$ cat config.mk
export PLATFORM = sky130hd
export DESIGN_NAME = odd_parity_frame_ctrl
export DESIGN_NICKNAME = d
export VERILOG_FILES = /design/src/rtl/odd_parity_frame_ctrl.sv
export SDC_FILE = /design/constraint.sdc
export NUM_CORES = 1
export LEC_CHECK = 0
export ABC_CLOCK_PERIOD_IN_PS = 2250
export CAP_MARGIN = 20
export CORE_MARGIN = 2
export CORE_UTILIZATION = 29
export CTS_BUF_LIST = sky130_fd_sc_hd__clkbuf_4
export CTS_CLUSTER_DIAMETER = 80
export CTS_CLUSTER_SIZE = 14
export DETAILED_ROUTE_END_ITERATION = 12
export SYNTH_ARGS = -nofsm -noshare
export SYNTH_HDL_FRONTEND = slang
export SYNTH_SLANG_ARGS = --single-unit
$ cat constraint.sdc
create_clock -name clk -period 2.25 [get_ports clk]
set_input_delay 0.3375 -clock clk [delete_from_list [all_inputs] [get_ports clk]]
set_output_delay 0.3375 -clock clk [all_outputs]
set_load 0.005 [all_outputs]
$ cat src/rtl/odd_parity_frame_ctrl.sv
// odd_parity_frame_ctrl
//   Receives a serial frame of DATA_BITS data bits (LSB first) followed by one
//   parity bit, checks for odd parity across data+parity, and reports the
//   result with a one-cycle frame_done pulse and a saturating error count.
//
// Ports
//   clk         in   clock, rising edge
//   rst         in   asynchronous active-high reset
//   start_i     in   1-cycle frame start strobe (also aborts a frame in progress)
//   bit_in_i    in   serial data/parity bit
//   bit_valid_i in   qualifies bit_in_i
//   busy_o      out  high while receiving data or waiting for the parity bit
//   frame_done_o out 1-cycle pulse when a frame completes
//   parity_ok_o out  result of the last completed frame
//   data_out_o  out  data of the last completed frame
//   err_count_o out  saturating count of failed frames
module odd_parity_frame_ctrl #(
    parameter int DATA_BITS = 8,
    parameter int CNT_W     = 8
) (
    input  logic                 clk,
    input  logic                 rst,
    input  logic                 start_i,
    input  logic                 bit_in_i,
    input  logic                 bit_valid_i,
    output logic                 busy_o,
    output logic                 frame_done_o,
    output logic                 parity_ok_o,
    output logic [DATA_BITS-1:0] data_out_o,
    output logic [CNT_W-1:0]     err_count_o
);

    localparam int CW = $clog2(DATA_BITS + 1);

    typedef enum logic [1:0] {IDLE, RECV, PAR, DONE} state_t;

    state_t               state_q, state_d;
    logic [CW-1:0]        cnt_q, cnt_d;
    logic [DATA_BITS-1:0] shift_q, shift_d;
    logic                 acc_q, acc_d;
    logic                 ok_q, ok_d;
    logic                 busy_q, busy_d;
    logic                 done_q, done_d;
    logic                 pok_q, pok_d;
    logic [DATA_BITS-1:0] data_q, data_d;
    logic [CNT_W-1:0]     err_q, err_d;

    logic [DATA_BITS-1:0] nib_win;

    always_ff @(posedge clk or posedge rst) begin
        if (rst) begin
            state_q <= IDLE;
            cnt_q   <= '0;
            shift_q <= '0;
            acc_q   <= 1'b0;
            ok_q    <= 1'b0;
            busy_q  <= 1'b0;
            done_q  <= 1'b0;
            pok_q   <= 1'b0;
            data_q  <= '0;
            err_q   <= '0;
        end else begin
            state_q <= state_d;
            cnt_q   <= cnt_d;
            shift_q <= shift_d;
            acc_q   <= acc_d;
            ok_q    <= ok_d;
            busy_q  <= busy_d;
            done_q  <= done_d;
            pok_q   <= pok_d;
            data_q  <= data_d;
            err_q   <= err_d;
        end
    end

    always_comb begin
        state_d = state_q;
        cnt_d   = cnt_q;
        shift_d = shift_q;
        acc_d   = acc_q;
        ok_d    = ok_q;
        done_d  = 1'b0;
        pok_d   = pok_q;
        data_d  = data_q;
        err_d   = err_q;
        nib_win = '0;

        case (state_q)
            IDLE: begin
                if (start_i) begin
                    state_d = RECV;
                    cnt_d   = '0;
                    shift_d = '0;
                    acc_d   = 1'b0;
                end
            end
            RECV: begin
                if (start_i) begin
                    cnt_d   = '0;
                    shift_d = '0;
                    acc_d   = 1'b0;
                end else if (bit_valid_i) begin
                    // Shift register is cleared at frame start, so OR-in is a write.
                    shift_d = shift_q | (DATA_BITS'(bit_in_i) << cnt_q);
                    cnt_d   = cnt_q + 1'b1;
                    // Fold a completed nibble into the running parity.
                    if (cnt_q[1:0] == 2'b11) begin
                        nib_win = shift_d >> {cnt_q[CW-1:2], 2'b00};
                        acc_d   = acc_q ^ (^nib_win[3:0]);
                    end
                    if (cnt_q == CW'(DATA_BITS - 1)) begin
                        state_d = PAR;
                    end
                end
            end
            PAR: begin
                if (start_i) begin
                    state_d = RECV;
                    cnt_d   = '0;
                    shift_d = '0;
                    acc_d   = 1'b0;
                end else if (bit_valid_i) begin
                    ok_d    = acc_q ^ bit_in_i;
                    state_d = DONE;
                end
            end
            DONE: begin
                done_d = 1'b1;
                pok_d  = ok_q;
                data_d = shift_q;
                if (!ok_q && (err_q != '1)) begin
                    err_d = err_q + 1'b1;
                end
                if (start_i) begin
                    state_d = RECV;
                    cnt_d   = '0;
                    shift_d = '0;
                    acc_d   = 1'b0;
                end else begin
                    state_d = IDLE;
                end
            end
            default: state_d = IDLE;
        endcase

        busy_d = (state_d == RECV) || (state_d == PAR);
    end

    assign busy_o       = busy_q;
    assign frame_done_o = done_q;
    assign parity_ok_o  = pok_q;
    assign data_out_o   = data_q;
    assign err_count_o  = err_q;

endmodule
==> flow_metrics.env, run 1 <==
export IMPL_cp_arrival_ns=2.36
export IMPL_clk_latency_ns=0.34
export IMPL_crit_path_end_kind="flip-flop"
export IMPL_yosysWarningCount=0
export IMPL_hold_viol_final=0
export IMPL_synth_seq_cells=35
export IMPL_vias=1268
export IMPL_postCtsSetupBuffers=0
export IMPL_grt_max_degree=36
export IMPL_cts_htree_levels=2
export IMPL_cts_tree="yes"
export IMPL_grt_pass1_vias=1296
export IMPL_initial_core_util_pct=29.6
export IMPL_finalCoreUtilization_pct=37.0
export IMPL_yosysSeqAreaShare_pct=50.8
export IMPL_peakVddDrop_v=0.000329
export IMPL_wirelength_um=3450
export IMPL_syn_area_per_cell_um2=11.2
export IMPL_period_share_pct=94.6
export IMPL_firstDrtPassIters=4
export IMPL_synth_distinct_cells=40
export IMPL_period_minus_slack_ns=2.13
export IMPL_cts_buffer_depth=2
export IMPL_overflow=0
export IMPL_drive_gt1_share_pct=20.9
export IMPL_synth_nets=161
export IMPL_worstPathCellList="clkdlybuf4s50_1, buf_4, nor3_1, a211oi_1, o211ai_1, xor2_1, o22ai_1, mux2_1"
export IMPL_cts_clk_slew_worst_paths_ns=0.12
export IMPL_port_buffers=23
export IMPL_rsz0062_at_grt="false"
export IMPL_ctsResizeCount=0
export IMPL_diodes=0
export IMPL_dpl_cell_area_um2=2070
export IMPL_setup_violations_final=0
export IMPL_nets=193
export IMPL_antenna_found_initial=0
export IMPL_leakage_nw=0.999
export IMPL_yosys_top_cells_area="dfrtp_1 51%, mux2_2 6.5%, xnor2_1 4.6%"
export IMPL_fin_cells=262
export IMPL_start_kind="input port"
export IMPL_cts_sinks=35
export IMPL_wl_per_cell_um=13.2
export IMPL_slew_headroom_pct=69.8
export IMPL_skew_ns=0.0156
export IMPL_io_pins=24
export IMPL_dp_slack_ns=-0.205
export IMPL_fin_ws_ns=0.121
export IMPL_dieArea_um2=6570
export IMPL_dp_cells=254
export IMPL_status="finished clean"
export IMPL_critPathMaxFanout=6
export IMPL_max_stage_delay_ns=0.64
export IMPL_min_path_type="in2async"
export IMPL_cts_inserted_buffers=5
export IMPL_cp_required_ns=2.48
export IMPL_dp_hpwl_um=2470
export IMPL_fillers=609
export IMPL_finalInstanceArea_um2=2150
export IMPL_worst_slew_pin_slew_ns=0.453
export IMPL_max_cap_viol_count=0
export IMPL_final_max_slew_viol_count=0
export IMPL_die_y_um=81.1
export IMPL_rows=28
export IMPL_postCtsHoldBufs=0
export IMPL_powerDensity_nw_per_um2=567
export IMPL_synth_area_um2=1720
export IMPL_crit_type="in2reg"
export IMPL_grt_pass1_wl_um=5970
export IMPL_worstSetupStartpoint="bit_in_i"
export IMPL_fmax_ghz=0.470
export IMPL_synth_top_cell_by_area="dfrtp_1"
export IMPL_slowest_stage="clkdlybuf4s50_1"
export IMPL_track_usage_pct=11.9
export IMPL_rr_startpoint="cnt_q[1]"
export IMPL_drt_iter0_markers=76
export IMPL_finalWeightedCongestion=0.913
export IMPL_drc_errors=0
export IMPL_syn_inst=154
export IMPL_via_per_inst=4.84
export IMPL_die_width_um=81.1
export IMPL_area_growth_synth_to_final_pct=25.0
export IMPL_core_area_um2=5820
export IMPL_cts_root_buf="clkbuf_4"
export IMPL_ant_nets=0
export IMPL_yosysTopAreaCellShare_pct=50.8
==> worst max-delay path: cells and delay by family <==
kind / cells / cell delay, ns
buffers and inverters: 2 / 0.85
AO/OA/AOI/OAI: 3 / 0.59
multiplexers: 1 / 0.35
XOR/XNOR: 1 / 0.17
AND/OR/NAND/NOR: 1 / 0.05
==> cell type report <==
class                   instances  area [µm²]  share of cell area, %
flip-flops and latches         35         876                   40.7
multi-input cells             105         771                   35.8
repair buffers                 34         313                   14.5
inverters                       5        18.8                  0.872
clock inverters                 3        43.8                   2.03
clock buffers                   5        37.5                   1.74
well taps                      75        93.8                   4.36
==> kinds of logic after synthesis <==
kind of cell               synth area share, %
DFF                                       50.8
AOI/OAI and AO/OA                         11.9
muxes                                     7.77
and+or+nand+nor                           17.0
buffers and inverters                     4.43
adders and majority gates                 1.45
xor gates and xnor gates                  6.61
==> final timing paths <==
path	endpoint	slack (ns)	depth (start not counted)
setup / recovery	acc_q	0.12	8
hold / removal	frame_done_o	0.38	3
setup reg to reg	acc_q	0.26	7
hold reg to reg	err_count_o[4]	0.51	1
max in group asynchronous	cnt_q[2]	1.53	3
min in group clk	err_count_o[4]	0.51	1
==> layer usage <==
| metal | track usage [%] | part of all wire [%] | routed length (µm) |
|---|---|---|---|
| met5 | 0 | 0 | 0 |
| met2 | 18.6 | 47 | 1630 |
| met4 | 6.61 | 1.2 | 40 |
| met1 | 14.9 | 48 | 1640 |
| met3 | 3.11 | 3.9 | 133 |
==> where the power goes <==
group | internal (mW) | switching, mW
Combinational | 0.0512 | 0.0621
Sequential | 0.640 | 0.0169
Clock | 0.234 | 0.217
==> registers in the layout (all words and copies together) (netlist names) <==
| register | count |
|---|---|
| err_count_o | 8 |
| busy_o | 1 |
| frame_done_o | 1 |
| parity_ok_o | 1 |
| data_out_o | 8 |
| shift_q | 8 |
| state_q | 2 |
| acc_q | 1 |
| ok_q | 1 |
| cnt_q | 4 |
==> cells in the mapped netlist <==
cell type and number:
nand4_1 5, ha_1 2, xnor2_1 9, buf_2 1, or4b_4 1, inv_1 5, nand3_1 3, mux2_1 1
a21o_1 2, nor2b_1 3, mux2_2 10, mux2i_1 1, a221oi_2 1, and2b_2 1, clkbuf_1 4, o311ai_2 1
o211ai_1 2, and4b_2 1, dfrtp_1 35, o22ai_1 1, a31oi_1 5, nand2b_1 1, a211o_1 1, buf_6 2
and3_1 6, nor3_1 3, nor2_1 16, a311o_1 1, a21oi_1 9, nand3b_4 1, and4bb_2 1, a21bo_2 1
a311oi_2 1, a211oi_1 1, xor2_1 4, nand2_1 6, or3_1 1, o21ai_0 2, buf_4 2, and4b_4 1
==> stage by stage <==
stage               hold slack (ns)  power, mW  TNS (ns)
global placement              0.487      0.781    -0.121
detailed placement            0.494      0.783    -0.205
global route                  0.429       1.29         0
floorplan                     0.446      0.744         0
CTS                           0.390       1.24         0
finish                        0.378       1.22         0
==> layout by cell type, fill, tap and decap left out, types with 2 or more instances in the layout <==
cell	n
mux2_2	10
buf_4	11
clkdlybuf4s50_1	23
a21o_1	2
nand3_1	3
o21ai_0	2
dfrtp_1	35
nand4_1	5
nor3_1	3
nand2_1	6
and3_1	6
clkbuf_4	5
a21oi_1	9
xnor2_1	9
o211ai_1	2
a31oi_1	5
nor2b_1	3
ha_1	2
inv_1	5
xor2_1	4
nor2_1	16
Note: power is estimated with default switching activity, not from simulation.
==> run 2, diff against run 1 <==
--- a/config.mk
+++ b/config.mk
@@ -13,6 +13,7 @@
 export CTS_CLUSTER_DIAMETER = 80
 export CTS_CLUSTER_SIZE = 14
 export DETAILED_ROUTE_END_ITERATION = 12
+export HOLD_SLACK_MARGIN = 0.15
 export SYNTH_ARGS = -nofsm -noshare
 export SYNTH_HDL_FRONTEND = slang
 export SYNTH_SLANG_ARGS = --single-unit
==> results of run 2 <==
Final layout, timing and power as in run 1 (identical DEF).
